==> config.mk <==
export PLATFORM = sky130hd
export DESIGN_NAME = yari_mem_arbiter
export DESIGN_NICKNAME = d
export VERILOG_FILES = /design/src/rtl/yari_mem_arbiter.sv
export SDC_FILE = /design/constraint.sdc
export NUM_CORES = 1
export LEC_CHECK = 0
export CAP_MARGIN = 0
export CORE_AREA = 2 2 161 163
export CTS_BUF_LIST = sky130_fd_sc_hd__clkbuf_16
export DETAILED_ROUTE_END_ITERATION = 7
export DIE_AREA = 0 0 163 165
export SETUP_SLACK_MARGIN = 0.3
export SYNTH_ARGS = -nofsm -noshare
export SYNTH_HDL_FRONTEND = slang
export SYNTH_SLANG_ARGS = --single-unit
==> constraint.sdc <==
create_clock -name clock -period 2.4 [get_ports clock]
set_input_delay 0.48 -clock clock [delete_from_list [all_inputs] [get_ports clock]]
set_output_delay 0.48 -clock clock [all_outputs]
set_load 0.02 [all_outputs]
==> src/rtl/yari_mem_arbiter.sv <==
// Three-port (DC/IC/AUX) arbiter onto one memory port: locked, starvation-bounded priority.
// Request paths are combinational; grant lock and wait counters are registered.
module yari_mem_arbiter #(
  parameter int MAX_WAIT = 15,
  parameter int CW       = 4
) (
  input  logic        clock,
  input  logic        rst,

  input  logic [29:0] dc_address,
  input  logic        dc_read,
  input  logic        dc_write,
  input  logic [31:0] dc_writedata,
  input  logic [3:0]  dc_writedatamask,
  output logic        dc_waitrequest,
  output logic [31:0] dc_readdata,
  output logic        dc_readdatavalid,

  input  logic [29:0] ic_address,
  input  logic        ic_read,
  input  logic        ic_write,
  input  logic [31:0] ic_writedata,
  input  logic [3:0]  ic_writedatamask,
  output logic        ic_waitrequest,
  output logic [31:0] ic_readdata,
  output logic        ic_readdatavalid,

  input  logic [29:0] aux_address,
  input  logic        aux_read,
  input  logic        aux_write,
  input  logic [31:0] aux_writedata,
  input  logic [3:0]  aux_writedatamask,
  output logic        aux_waitrequest,
  output logic [31:0] aux_readdata,
  output logic        aux_readdatavalid,

  input  logic        mem_waitrequest,
  output logic [1:0]  mem_id,
  output logic [29:0] mem_address,
  output logic        mem_read,
  output logic        mem_write,
  output logic [31:0] mem_writedata,
  output logic [3:0]  mem_writedatamask,
  input  logic [31:0] mem_readdata,
  input  logic [1:0]  mem_readdataid
);

  localparam logic [1:0]    ID_NONE = 2'd0;
  localparam logic [1:0]    ID_DC   = 2'd1;
  localparam logic [1:0]    ID_IC   = 2'd2;
  localparam logic [1:0]    ID_AUX  = 2'd3;
  localparam logic [CW-1:0] WMAX    = CW'(MAX_WAIT);

  logic          locked_q, locked_d;
  logic [1:0]    lock_id_q, lock_id_d;
  logic [CW-1:0] ic_cnt_q, ic_cnt_d;
  logic [CW-1:0] aux_cnt_q, aux_cnt_d;
  logic          aux_first_q, aux_first_d;

  logic       stb_dc, stb_ic, stb_aux;
  logic       starve_ic, starve_aux;
  logic [1:0] gnt;
  logic       gnt_stb;
  logic       accept;

  // IC is a read-only master; its write strobe plays no part in arbitration.
  logic unused_ic_write;
  assign unused_ic_write = ic_write;

  assign stb_dc     = dc_read | dc_write;
  assign stb_ic     = ic_read;
  assign stb_aux    = aux_read | aux_write;
  assign starve_ic  = stb_ic  && (ic_cnt_q  == WMAX);
  assign starve_aux = stb_aux && (aux_cnt_q == WMAX);

  always_comb begin
    gnt = ID_NONE;
    if (locked_q) begin
      gnt = lock_id_q;
    end else if (starve_ic && starve_aux) begin
      gnt = aux_first_q ? ID_AUX : ID_IC;
    end else if (starve_ic) begin
      gnt = ID_IC;
    end else if (starve_aux) begin
      gnt = ID_AUX;
    end else if (stb_dc) begin
      gnt = ID_DC;
    end else if (stb_aux) begin
      gnt = ID_AUX;
    end else if (stb_ic) begin
      gnt = ID_IC;
    end
  end

  always_comb begin
    gnt_stb = 1'b0;
    case (gnt)
      ID_DC:   gnt_stb = stb_dc;
      ID_IC:   gnt_stb = stb_ic;
      ID_AUX:  gnt_stb = stb_aux;
      default: gnt_stb = 1'b0;
    endcase
  end

  assign accept = gnt_stb & ~mem_waitrequest;

  always_comb begin
    mem_id            = ID_NONE;
    mem_address       = '0;
    mem_read          = 1'b0;
    mem_write         = 1'b0;
    mem_writedata     = '0;
    mem_writedatamask = '0;
    if (gnt_stb) begin
      mem_id = gnt;
      case (gnt)
        ID_DC: begin
          mem_address       = dc_address;
          mem_read          = dc_read;
          mem_write         = dc_write;
          mem_writedata     = dc_writedata;
          mem_writedatamask = dc_writedatamask;
        end
        ID_IC: begin
          mem_address       = ic_address;
          mem_read          = ic_read;
          mem_writedata     = ic_writedata;
          mem_writedatamask = ic_writedatamask;
        end
        ID_AUX: begin
          mem_address       = aux_address;
          mem_read          = aux_read;
          mem_write         = aux_write;
          mem_writedata     = aux_writedata;
          mem_writedatamask = aux_writedatamask;
        end
        default: mem_id = ID_NONE;
      endcase
    end
  end

  assign dc_waitrequest  = (gnt != ID_DC)  | mem_waitrequest;
  assign ic_waitrequest  = (gnt != ID_IC)  | mem_waitrequest;
  assign aux_waitrequest = (gnt != ID_AUX) | mem_waitrequest;

  assign dc_readdata       = mem_readdata;
  assign ic_readdata       = mem_readdata;
  assign aux_readdata      = mem_readdata;
  assign dc_readdatavalid  = (mem_readdataid == ID_DC);
  assign ic_readdatavalid  = (mem_readdataid == ID_IC);
  assign aux_readdatavalid = (mem_readdataid == ID_AUX);

  always_comb begin
    // A stalled strobe holds the grant; accept or a dropped strobe releases it.
    locked_d  = gnt_stb & mem_waitrequest;
    lock_id_d = locked_d ? gnt : lock_id_q;

    ic_cnt_d = '0;
    if (stb_ic && !(accept && gnt == ID_IC)) begin
      ic_cnt_d = (ic_cnt_q == WMAX) ? WMAX : ic_cnt_q + 1'b1;
    end
    aux_cnt_d = '0;
    if (stb_aux && !(accept && gnt == ID_AUX)) begin
      aux_cnt_d = (aux_cnt_q == WMAX) ? WMAX : aux_cnt_q + 1'b1;
    end

    // Remembers which port saturated first while both are starving; IC wins a tie.
    aux_first_d = 1'b0;
    if (ic_cnt_d == WMAX && aux_cnt_d == WMAX) begin
      if (ic_cnt_q == WMAX && aux_cnt_q == WMAX) begin
        aux_first_d = aux_first_q;
      end else if (aux_cnt_q == WMAX) begin
        aux_first_d = 1'b1;
      end
    end
  end

  always_ff @(posedge clock or negedge rst) begin
    if (!rst) begin
      locked_q    <= 1'b0;
      lock_id_q   <= ID_NONE;
      ic_cnt_q    <= '0;
      aux_cnt_q   <= '0;
      aux_first_q <= 1'b0;
    end else begin
      locked_q    <= locked_d;
      lock_id_q   <= lock_id_d;
      ic_cnt_q    <= ic_cnt_d;
      aux_cnt_q   <= aux_cnt_d;
      aux_first_q <= aux_first_d;
    end
  end

endmodule

==> results.md, run 1 <==
- Leakage power: 3.543 nW
- GR Overflow Total: 0
- Row count: between 50 and 60
- Top-Level Pins: 413
- Final Hold Viols: 0
- Slew HR: 63.70%
- Die width: 163 µm
- Synth warnings: 0
- Hold WS: around 0.54 ns
- Share of cells above drive strength 1: 59.65%
- Final Cycle Share: 116.4%
- Main synth FF type: dfrtp_1
- Commonest non-fill, non-tap cell in the layout: clkdlybuf4s50_1
- Total power: between 6 and 7 mW
- Clock sink total: 12
- Clock period minus worst slack: 2.794 ns
- Core area: 25040 µm²
- Crit path arrival time: 2.31 ns
- Placed cell count: roughly 940
- Clk_lat worst skew: ~0.24 ns
- Htree depth: 1
- Die area: 26900 µm²
- Power Density: between 700 and 800 nW/µm²
- Nets: 929
- Count of flip-flops with a built-in enable after synthesis: 0
- IO buf count: 283
- WS Path Type: input port to output port
- Mapped Area: ~3000 µm²
- Most frequent cells in the layout: clkdlybuf4s50_1 (202), buf_6 (93), o22ai_4 (57)
- Post-Syn Instances: between 400 and 500
- DIE HEIGHT: 165 µm
- DR iter-0 viols: 97
- Slew @ Worst Pin: 0.5428 ns
- Area Growth Syn to Fin: 209.6%
- Fin area: between 9000 and 10000 µm²
- Initial antenna violation count: 1
- Critical Path RT: 1.92 ns
- Top cell type's share of synthesized area: 25.64%
- Min-Delay Path Class: flip-flop to flip-flop
- Final Skew: ~0.0011 ns
- Cell mode on critical path: buf_6
- Final setup TNS: -22.71 ns
- Wirelength, routed: ~22 mm
- Placed Area: 6449 µm²
- Cells along the critical path: clkdlybuf4s15_1, or2_4, and3_4, o31ai_4, buf_6, buf_6, buf_6, buf_16, nand2_2, o22ai_2, buf_6
- Failing checks: negative setup slack
- Post-DRT Antenna Nets: 0
- CTS tree: done
- Unrepaired setup endpoints after global routing: yes
- Post-route setup slack: -0.3942 ns
- Critical-path maximum fanout: 6
- #FFs+latches synth: 12
- Register area share after synthesis: 10.05%
- Clk Tree Root Cell: clkbuf_16
- Critical path's slowest cell: or2_4
- Inserted Diodes: 0
- Largest net degree at the start of global routing: 30
- Highest clock rate: 357.9 MHz
- Synth unique cells: 41
- Initial core utilization: 11.93%
- Final Max Tran Viols: 0
- Mean Syn Cell Area: 7.284 µm²
- Maximum vdd drop: 0.3603 mV
- Final setup fails: 71
- Clk slew on worst S/H paths: 0.04 ns
- TritonCTS buffer count: 3
- Clock Path Buffers: 2
- Syn_nets: about 650
- Tot GR Track Use: 14.08%
- Routability cong.: between 0.7 and 0.8
- Number of global-route vias before repair: 4373
- Total of max-cap violations: 0
- Post-DP HPWL: 14.07 mm
- Slowest stage delay, CP: 0.29 ns
- Fillers: approximately 2.5k
- Pre-CTS setup slack: -0.9876 ns
- DR WL/cell: 21.22 µm
- Post-synthesis async set-or-reset flop share: 100.0%
- Synth top area cells: buf_4 (26%), mux2i_1 (23%), o22ai_1 (14%)
- Via count: 4161
- Detailed-route DRC error count: 0
- Vias/cell: between 4 and 5
- CP endpoint kind: output port
- Final cell count without fillers: between 1k and 1.5k
- Layout Utilization: 36.93%
- Yosys top cell by area: buf_4
- Number of iterations in the first detailed-routing pass: 4
- Startpoint types: input port
- First-pass GRT wire length: 27.76 mm
- Status: finished, violations left
[cell type report]
| type | instances | area (µm²) | area share [%] |
|---|---|---|---|
| clock buffers | 3 | 75.07 | 0.8120 |
| inverters | 3 | 13.76 | 0.1489 |
| multi-input cells | 269 | 3734 | 40.38 |
| flip-flops and latches | 12 | 300.3 | 3.248 |
| well taps | 330 | 412.9 | 4.466 |
| repair buffers | 397 | 4710 | 50.94 |
[cell usage after synthesis, types with 5 or more instances]
library cell / count
buf_4: 102
nand2_1: 73
mux2i_1: 68
o22ai_1: 67
buf_2: 13
nor2_1: 13
dfrtp_1: 12
a21oi_1: 5
clkbuf_1: 5
nand3_1: 5
[metal layers]
metal / part of all wire [%] / GRT usage, % / vias to the layer above
met5: 0.042 / 0 / -
met4: 1.5 / 2.655 / 2
met3: 9.0 / 4.420 / 30
met2: 52 / 26.62 / 244
met1: 37 / 15.49 / 1940
li1: - / - / 1945
[critical path, delay by kind of cell]
family / cells / cell delay [ns]
compound gates: 2 / 0.35
simple gates: 3 / 0.56
buf+inv: 6 / 0.92
[cell families (layout without fill, tap and decap cells)]
group | count (synthesis) | in the layout | synth area share [%]
compound gates | 88 | 88 | 19.69
fa+ha+maj | 2 | 2 | 0.8377
buf+inv | 129 | 403 | 30.33
flops | 12 | 12 | 10.05
mux | 69 | 69 | 23.17
simple gates | 110 | 110 | 15.92
[worst paths after layout]
| kind | start | endpoint | slack (ns) | cells after the start |
|---|---|---|---|---|
| max | aux_read | mem_address[23] | -0.39 | 11 |
| min | lock_id_q[1] | lock_id_q[1] | 0.54 | 2 |
| max reg2reg | aux_cnt_q[0] | lock_id_q[0] | 0.10 | 12 |
| min reg2reg | lock_id_q[1] | lock_id_q[1] | 0.54 | 2 |
| max in group asynchronous | rst | ic_cnt_q[1] | 1.44 | 1 |
| min in group asynchronous | rst | aux_cnt_q[3] | 0.60 | 1 |
[registers in the layout (all words and copies together), names as in the netlist]
name / cells
locked_q: 1
lock_id_q: 2
aux_first_q: 1
aux_cnt_q: 4
ic_cnt_q: 4
[timing repair]
action | 4_1_cts | 5_1_grt
setup endpoints to repair | 87 | 83
hold buffers | 0 | 0
pin swaps | 30 | 64
resized for setup | 584 | 146
buffers inserted | 33 | 13
gates cloned | 18 | 5
[where the power goes]
part	switching (mW)	leakage (nW)	internal, mW
registers	0.0335	0.154	0.245
clock network	0.0828	0.0370	0.217
logic	2.76	3.35	3.57
total	2.87	3.54	4.03
Note: power is estimated with default switching activity, not from simulation.
==> run 2: changes to the inputs <==
Settings changed: ABC_AREA set to 1.
==> results.md, run 2 <==
- Power Density: 932.8 nW/µm² (+25%)
- Htree depth: 1 (unchanged)
- DR WL/cell: 17.50 µm (-18%)
- Tot GR Track Use: 14.31% (+0.23 points)
- Layout Utilization: 33.32% (-3.6 points)
- Clock Path Buffers: 2 (unchanged)
- Highest clock rate: 361.8 MHz (+1.1%)
- Placed Area: 6220 µm² (-3.6%)
- Pint: 3.970 mW (-1.6%)
- Grt met1 use: 16.42% (+0.93 points)
- Hold_buf cts: 0 (unchanged)
- CP endpoint kind: output port
- GRT met2 Usage: 26.68% (+0.058 points)
- Post-DRT Antenna Nets: 0 (unchanged)
- WS Path Type: flip-flop to output port
- Fin area: 8343 µm² (-9.8%)
- Post-DP HPWL: 13.82 mm (-1.8%)
- TritonCTS buffer count: 3 (unchanged)
- Syn_nets: 901 (+38%)
- Register area share after synthesis: 8.762% (-1.3 points)
- Post-Syn Instances: 658 (+60%)
- Final cell count without fillers: 1251 (+23%)
- Status: finished, violations left
- Clk slew on worst S/H paths: 0.04 ns (about the same)
- DIE HEIGHT: 165 µm (unchanged)
- Post-synthesis async set-or-reset flop share: 100.0% (unchanged)
- Initial core utilization: 13.69% (+1.8 points)
- Min-Delay Path Class: flip-flop to flip-flop
- Largest net degree at the start of global routing: 32 (+6.7%)
- Fraction of power consumed by sequential logic: 4.1% (about the same)
- Row count: 58 (unchanged)
- Crit path arrival time: 2.28 ns (-0.03 ns)
- Switching Power: 3.813 mW (+33%)
- Clk Tree Root Cell: clkbuf_16
- Nets: 1165 (+25%)
- Area Growth Syn to Fin: 143.4%
- Number of global-route vias before repair: 4939 (+13%)
- Initial antenna violation count: 1 (unchanged)
- Placed cell count: 1182 (+25%)
- Pre-CTS setup slack: -1.111 ns (-0.1236 ns)
- Total of max-cap violations: 0 (unchanged)
- Main synth FF type: dfrtp_1
- #FFs+latches synth: 12 (unchanged)
- Final setup TNS: -20.42 ns (+2.294 ns)
- Critical Path RT: 1.92 ns (about the same)
- Core area: 25040 µm² (unchanged)
- Final setup fails: 73 (+2.8%)
- GR Overflow Total: 0 (unchanged)
- Routability cong.: 0.7919 (+0.52%)
- Top cell type's share of synthesized area: 22.78% (-2.9 points)
- DR iter-0 viols: 152 (+57%)
- Mean Syn Cell Area: 5.208 µm² (-29%)
- Slew @ Worst Pin: 0.5528 ns (+0.009952 ns)
- Clock sink total: 12 (unchanged)
- Total power: 7.782 mW (+13%)
- Maximum vdd drop: 0.3916 mV (+8.7%)
- Met3 GRT Util: 4.571% (+0.15 points)
- Commonest non-fill, non-tap cell in the layout: clkdlybuf4s50_1
- Sw Share: 48.99% (+7.4 points)
- Final Cycle Share: 115.2% (-1.3 points)
- Die area: 26900 µm² (unchanged)
- Mapped Area: 3427 µm² (+15%)
- First-pass GRT wire length: 29.35 mm (+5.7%)
- Combinational share of power: 92.0% (+0.4 points)
- Post-route setup slack: -0.3637 ns (+0.03055 ns)
- Startpoint types: flip-flop
- Final Max Tran Viols: 0 (unchanged)
- Yosys top cell by area: buf_4
- Inserted Diodes: 0 (unchanged)
- Count leader, synth: nand2_1
- CTS tree: done
- Failing checks: negative setup slack
- Most frequent cells after synthesis: nand2_1 (191), inv_1 (114), nand3_1 (112), buf_4 (104), nor2_1 (35)
- Synth top area cells: buf_4 (23%), nand2_1 (21%), nand3_1 (16%)
- Via count: 4929 (+18%)
- Top-Level Pins: 413 (unchanged)
- IO buf count: 283 (unchanged)
- Count of flip-flops with a built-in enable after synthesis: 0 (unchanged)
- Largest registers: aux_cnt_q (4), ic_cnt_q (4), lock_id_q (2)
- Most frequent cells in the layout: clkdlybuf4s50_1 (202), buf_6 (86), nand2_1 (84)
- Synth warnings: 0 (unchanged)
- Die width: 163 µm (unchanged)
- Leakage power: 4.294 nW (+21%)
- Share of cells above drive strength 1: 46.58% (-13 points)
- Clock power share: 3.9% (-0.4 points)
- Critical-path maximum fanout: 4 (-2)
- Hold WS: 0.4989 ns (-0.03718 ns)
- Wirelength, routed: 21.89 mm (+1.8%)
- Clock period minus worst slack: 2.764 ns (-0.03055 ns)
- Final Skew: 0.002284 ns (+0.001187 ns)
- Slew HR: 63.03% (-0.67 points)
- Vias/cell: 3.940 (-4.0%)
- Final Hold Viols: 0 (unchanged)
- Number of iterations in the first detailed-routing pass: 4 (unchanged)
- Fillers: 2634 (+5.9%)
- Most crowded layer after global routing: met2
- Synth unique cells: 26 (-37%)
- Unrepaired setup endpoints after global routing: yes
- Clk_lat worst skew: 0.24 ns (about the same)
- Detailed-route DRC error count: 0 (unchanged)
-- run 2: changes by cell type after synthesis, moves of 4 or more --
cell	before	now
nand2_1	73	191
inv_1	2	114
nand3_1	5	112
mux2i_1	68	0
o22ai_1	67	0
o21ai_0	1	32
nor2_1	13	35
buf_2	13	19
nand3_2	0	4
-- run 2: layout make-up --
cell class / instances / area (µm²) / area share (%)
clock buffer: 3 / 75.07 / 0.8998
clock inverter: 1 / 3.754 / 0.04499
inverter: 119 / 461.7 / 5.534
multi-input combinational: 398 / 2730 / 32.72
sequential: 12 / 300.3 / 3.599
tap: 330 / 412.9 / 4.949
timing repair buffer: 388 / 4359 / 52.25
-- run 2: cells by family after synthesis --
kind of cell             after synthesis  share of synthesized area [%]
AO/OA/AOI/OAI                         45                          7.083
adder cells (fa/ha/maj)                2                         0.7301
buffers and inverters                248                          39.47
flip-flops                            12                          8.762
AND/OR/NAND/NOR                      351                          43.96
-- run 2: worst paths after layout --
check | slack [ns] | startpoint | to | cells past startpoint
max | -0.36 | ic_cnt_q[0] | mem_writedata[31] | 14
min | 0.50 | lock_id_q[0] | lock_id_q[0] | 2
max reg2reg | -0.12 | aux_cnt_q[1] | aux_first_q | 20
min reg2reg | 0.50 | lock_id_q[0] | lock_id_q[0] | 2
max in group asynchronous | 1.43 | rst | ic_cnt_q[0] | 1
min in group asynchronous | 0.60 | rst | aux_first_q | 1
-- run 2: what timing repair did --
action | 4_1_cts | 5_1_grt
endpoints found under the setup margin | 87 | 83
setup buffers | 33 | 12
endpoints found under the hold margin | 0 | 0
gates cloned | 14 | 6
pin swaps | 36 | 73
resized for setup | 521 | 217
-- run 2: power groups by stage --
stage                     clock network, mW  logic, mW  registers, mW
after floorplan                           0       2.74          0.297
after global placement                    0       4.75          0.303
after detailed placement                  0       4.75          0.304
after CTS                             0.311       6.04          0.312
after global routing                  0.328       7.65          0.326
final                                 0.303       7.16          0.316
-- run 2: per-layer routing --
metal	routed length (µm)	part of all wire [%]
met5	13	0.059
met4	136	0.62
met3	2224	10
met2	11300	52
met1	8214	38
-- run 2: worst max-delay path, stage by stage (launching register included) --
cell       delay [ns]
dfrtp_1          0.39
ha_4             0.17
nand4_1          0.16
nand2_2          0.16
o22ai_4          0.10
buf_6            0.12
nor2_4           0.11
buf_6            0.15
buf_12           0.14
clkbuf_16        0.17
nand2_2          0.06
nand3_2          0.08
nand2_2          0.06
inv_2            0.05
buf_6            0.11
